`src/rtl/urv_dm_wb_bridge.sv`:
```
// Bridges the uRV data-memory port onto a pipelined Wishbone B4 master.
// One access in flight; bus errors and timeouts complete the access and are captured.
module urv_dm_wb_bridge #(
  parameter int unsigned g_timeout_cycles = 255,
  parameter logic [31:0] g_err_load_value = 32'hFFFFFFFF
) (
  input  logic        clk_i,
  input  logic        rst_n_i,
  input  logic [31:0] dm_addr_i,
  input  logic [31:0] dm_data_s_i,
  input  logic [3:0]  dm_data_select_i,
  input  logic        dm_store_i,
  input  logic        dm_load_i,
  output logic        dm_ready_o,
  output logic [31:0] dm_data_l_o,
  output logic        dm_load_done_o,
  output logic        dm_store_done_o,
  output logic [31:0] wb_adr_o,
  output logic [31:0] wb_dat_o,
  input  logic [31:0] wb_dat_i,
  output logic [3:0]  wb_sel_o,
  output logic        wb_we_o,
  output logic        wb_cyc_o,
  output logic        wb_stb_o,
  input  logic        wb_stall_i,
  input  logic        wb_ack_i,
  input  logic        wb_err_i,
  output logic        bus_err_o,
  output logic [31:0] err_addr_o
);

  typedef enum logic [1:0] {S_IDLE, S_REQ, S_WAIT, S_DONE} state_t;

  localparam logic [31:0] TMO_LAST = (g_timeout_cycles == 0) ? 32'd0 : g_timeout_cycles - 1;

  state_t      state, state_nxt;
  logic [31:0] byte_addr;
  logic [31:0] tmo_cnt;
  logic        accept, active, timeout, done, fail;

  assign dm_ready_o = (state == S_IDLE) || (state == S_DONE);

  always_comb begin
    accept    = dm_ready_o && (dm_load_i || dm_store_i);
    active    = (state == S_REQ) || (state == S_WAIT);
    // counter holds cycles already spent, so the abort edge is the T-th one after accept
    timeout   = active && (g_timeout_cycles != 0) && (tmo_cnt == TMO_LAST) && !wb_ack_i && !wb_err_i;
    done      = active && (wb_ack_i || wb_err_i || timeout);
    fail      = wb_err_i || timeout;
    state_nxt = state;
    case (state)
      S_IDLE, S_DONE: state_nxt = accept ? S_REQ : S_IDLE;
      S_REQ:          if (done) state_nxt = S_DONE;
                      else if (!wb_stall_i) state_nxt = S_WAIT;
      S_WAIT:         if (done) state_nxt = S_DONE;
      default:        state_nxt = S_IDLE;
    endcase
  end

  always_ff @(posedge clk_i or negedge rst_n_i) begin
    if (!rst_n_i) state <= S_IDLE;
    else          state <= state_nxt;
  end

  always_ff @(posedge clk_i or negedge rst_n_i) begin
    if (!rst_n_i) begin
      byte_addr       <= '0;
      tmo_cnt         <= '0;
      wb_adr_o        <= '0;
      wb_dat_o        <= '0;
      wb_sel_o        <= '0;
      wb_we_o         <= 1'b0;
      wb_cyc_o        <= 1'b0;
      wb_stb_o        <= 1'b0;
      dm_data_l_o     <= '0;
      dm_load_done_o  <= 1'b0;
      dm_store_done_o <= 1'b0;
      bus_err_o       <= 1'b0;
      err_addr_o      <= '0;
    end else begin
      dm_load_done_o  <= 1'b0;
      dm_store_done_o <= 1'b0;
      bus_err_o       <= 1'b0;
      if (accept) begin
        byte_addr <= dm_addr_i;
        wb_adr_o  <= {dm_addr_i[31:2], 2'b00};
        wb_dat_o  <= dm_data_s_i;
        wb_sel_o  <= dm_data_select_i;
        wb_we_o   <= dm_store_i;
        wb_cyc_o  <= 1'b1;
        wb_stb_o  <= 1'b1;
        tmo_cnt   <= '0;
      end else if (active) begin
        tmo_cnt <= tmo_cnt + 32'd1;
        if (state == S_REQ && !wb_stall_i) wb_stb_o <= 1'b0;
        if (done) begin
          wb_cyc_o <= 1'b0;
          wb_stb_o <= 1'b0;
          if (wb_we_o) dm_store_done_o <= 1'b1;
          else begin
            dm_load_done_o <= 1'b1;
            dm_data_l_o    <= fail ? g_err_load_value : wb_dat_i;
          end
          if (fail) begin
            bus_err_o  <= 1'b1;
            err_addr_o <= byte_addr;
          end
        end
      end
    end
  end

endmodule

```
`config.mk`:
```
export PLATFORM = sky130hd
export DESIGN_NAME = urv_dm_wb_bridge
export DESIGN_NICKNAME = d
export VERILOG_FILES = /design/src/rtl/urv_dm_wb_bridge.sv
export SDC_FILE = /design/constraint.sdc
export NUM_CORES = 1
export LEC_CHECK = 0
export ABC_AREA = 0
export CORE_MARGIN = 5
export CORE_UTILIZATION = 49
export DETAILED_ROUTE_END_ITERATION = 12
export PLACE_DENSITY = 0.87
export SKIP_CTS_REPAIR_TIMING = 1
export SYNTH_ARGS = -nofsm -noshare
export SYNTH_HDL_FRONTEND = slang
export SYNTH_SLANG_ARGS = --single-unit
```
`constraint.sdc`:
```
create_clock -name clk_i -period 5.8 [get_ports clk_i]
set_clock_uncertainty 0.05 [all_clocks]
set_input_delay 0.58 -clock clk_i [delete_from_list [all_inputs] [get_ports clk_i]]
set_output_delay 0.58 -clock clk_i [all_outputs]
set_load 0.05 [all_outputs]
```
==> flow_summary.yaml <==
global_route:
  grt_first_pass_wirelength_um: 28300
  grt_max_degree: 107
  grt_util_all_layers: 0.212
  antenna_found_initial: 1
  grt_pass1_vias: 5520
  overflow: 0
timing:
  final_hold_viol_count: 0
  min_period_ns: 3.29
  worstMarginPinSlew_ns: 1.09
  setup_viol: 0
  drv_slew: 0
  rsz0062_at_grt: "no"
  fmax_mhz: 304
  max-slew-margin-rel: 0.265
  fin_crit_sh: 0.568
  finalSetupTns_ns: 0
critical_path:
  cp_data_required_time_ns: 6.05
  crit_type: "flop to flop"
  reg2reg_slack_ns: 2.51
  cp-end-kind: "flop"
  crit_chain: "inv_1 -> ha_1 -> nand3b_1 -> or4_1 -> a21oi_4 -> buf_4 -> mux2_2"
  timing.rr.start: "state[0]"
  cp.arrival_ns: 3.54
  rr_worst_depth: 7
  cp-start-kind: "flop"
  cp_max_fo: 33
  critPathSlowestCell: "or4_1"
  regToRegEndpoint: "err_addr_o[22]"
  cp_slowest_stage_delay_ns: 0.69
clock_network:
  numCtsBuffers: 17
  clockRootBuffer: "clkbuf_16"
  cts_sinks: 172
  cts_buffer_depth: 2
  insertion_delay_ns: 0.42
  clk_pin_slew_ns: 0.06
  cts_tree: "yes"
  htree_levels: 4
final_layout:
  fill_cells: 1023
  final_cells: 1063
  num_antenna_cells: 0
  drive_above_1_share: 0.0785
  area_growth_pct: 41.8
  layout.nets: 979
  final_util: 0.700
detailed_routing:
  vias: 5546
  wire_per_inst_um: 17.1
  drc: 0
  ant_nets: 0
  first_pass_iters: 5
  via_per_inst: 5.22
  drt_iter0_markers: 375
  wl_um: 18200
power_and_ir_drop:
  ir_worst_vdd_mv: 0.461
  switching_share: 0.472
  p_seq_frac: 0.278
  p_per_area_mw_per_mm2: 706
  internal_power_mw: 3.75
  p_sw_mw: 3.35
  p_leak_nw: 4.49
  finalPower_mw: 7.11
  clock_power_share: 0.169
  combPwrFrac: 0.553
synth:
  synth_cells: 661
  ys_ff_latch: 172
  synth_edf_count: 0
  ys_seq_area_frac: 0.606
  synth_top_flop_cell: "dfrtp_1"
  ys_types: 43
  ys_warn_count: 0
  async_reset_ff_frac: 1.00
  syn-mean-instance-area_um2: 10.7
  syn-cell-area_mm2: 0.00710
floorplan:
  start_util: 0.494
  fp.dieArea_mm2: 0.0170
  ioPinCount: 246
  dieHeight_um: 130
  fp.coreArea_mm2: 0.0144
  die_x_um: 130
  rows: 44
run:
  timing.max_cap.violations: 0
outcome:
  status: "finished, final reports clean"
place:
  place_inst: 1033
  dp_hpwl_um: 12400
  port_buffers: 243
  gp_congestion: 0.812
min_path:
  min-delay-path-class: "input port to asynchronous set/reset pin"
state kept, by name (all words and copies together), names as in the netlist, 2 cells and up:
name         cells
byte_addr       32
dm_data_l_o     32
err_addr_o      32
tmo_cnt         32
wb_dat_o        32
wb_sel_o         4
state            2
cell usage in the layout (no fill, tap or decap), types with 2 or more instances in the layout:
cell | netlist | final
clkdlybuf4s50_1 | 0 | 242
conb_1 | 1 | 2
clkbuf_8 | 0 | 2
a21oi_1 | 3 | 3
mux2_1 | 3 | 3
nor2_1 | 13 | 13
ha_1 | 4 | 4
dfrtp_1 | 172 | 172
mux2_2 | 10 | 10
o22a_1 | 32 | 32
and4_1 | 4 | 4
nor3_1 | 6 | 6
inv_1 | 4 | 4
bufinv_16 | 0 | 4
mux2_4 | 19 | 19
clkinv_4 | 0 | 3
nand4_1 | 8 | 8
and3_1 | 3 | 3
nand4b_1 | 2 | 2
o32a_1 | 2 | 2
buf_4 | 32 | 6
o21ai_0 | 19 | 19
nand2_1 | 224 | 224
clkbuf_16 | 0 | 17
xor2_1 | 2 | 2
o211ai_1 | 5 | 5
nor4_1 | 6 | 6
clkinv_2 | 0 | 2
o31ai_1 | 5 | 5
mux2i_1 | 5 | 5
nand3_1 | 33 | 33
cell families after synthesis:
| logic type | after synthesis | share of synthesized area |
|---|---|---|
| and+or+nand+nor | 305 | 0.181 |
| DFF | 172 | 0.606 |
| AOI/OAI and AO/OA | 73 | 0.0772 |
| buffers and inverters | 66 | 0.0559 |
| muxes | 37 | 0.0679 |
| adders and majority gates | 4 | 0.00705 |
| xor gates and xnor gates | 3 | 0.00370 |
| other | 1 | 0.000528 |
worst max-delay path by stage:
stage,startpoint,to,slack (ns),cells past startpoint
after floorplan,state[0],err_addr_o[0],2.89,9
after global placement,wb_ack_i,err_addr_o[18],2.48,7
after detailed placement,wb_ack_i,err_addr_o[23],2.39,7
after CTS,state[0],err_addr_o[22],2.52,7
after global routing,state[0],err_addr_o[19],2.37,7
final,state[0],err_addr_o[22],2.51,7
power by group through the flow:
stage	clock, mW	combinational (mW)	sequential, mW
2_1_floorplan	0	1.69	3.09
3_3_place_gp	0	3.90	1.97
3_5_place_dp	0	3.95	1.99
4_1_cts	1.23	3.98	1.98
5_1_grt	1.27	4.17	2.04
6_report	1.20	3.93	1.97
layer usage:
layer  GRT usage  wire length [um]  vias to the layer above  part of all wire
li1            -                 -                     2606                 -
met1       0.260              7340                     2693              0.40
met2       0.354              8820                      220              0.49
met3      0.0753              1680                       25             0.092
met4      0.0623               318                        2             0.018
met5           0                13                        -           0.00072
Yosys cell counts, drive strengths merged, types with 6 or more instances:
cell type / n / area, um^2
o22a: 32 / 280
nor3: 6 / 30.0
nor2: 13 / 48.8
nand3: 33 / 165
dfrtp: 172 / 4300
nand2: 224 / 841
nor4: 6 / 37.5
mux2: 32 / 432
o21ai: 20 / 100
buf: 45 / 318
clkbuf: 17 / 63.8
nand4: 8 / 50.1
metrics by stage:
stage | setup slack (ns) | hold WS, ns | instance area, um^2
floorplan | 2.89 | 0.234 | 7100
global placement | 2.48 | 0.406 | 9440
detailed placement | 2.39 | 0.411 | 9440
CTS | 2.52 | 0.256 | 10100
global route | 2.37 | 0.286 | 10100
finish | 2.51 | 0.214 | 10100
critical path, delay by kind of cell (launching register included):
kind,cells,cell delay (ns)
AOI/OAI and AO/OA,1,0.19
DFF,1,0.38
buffers and inverters,2,0.57
muxes,1,0.40
and+or+nand+nor,2,1.03
adders and majority gates,1,0.53
layout make-up:
class                   instances  area, um^2  area share
clock buffers                  20         457      0.0454
multi-input cells             424        2410       0.240
repair buffers                249        2480       0.246
well taps                     184         230      0.0229
inverters                       4        15.0     0.00149
flip-flops and latches        172        4300       0.428
clock inverters                10         165      0.0164
Power figures use the tool's default switching activity.
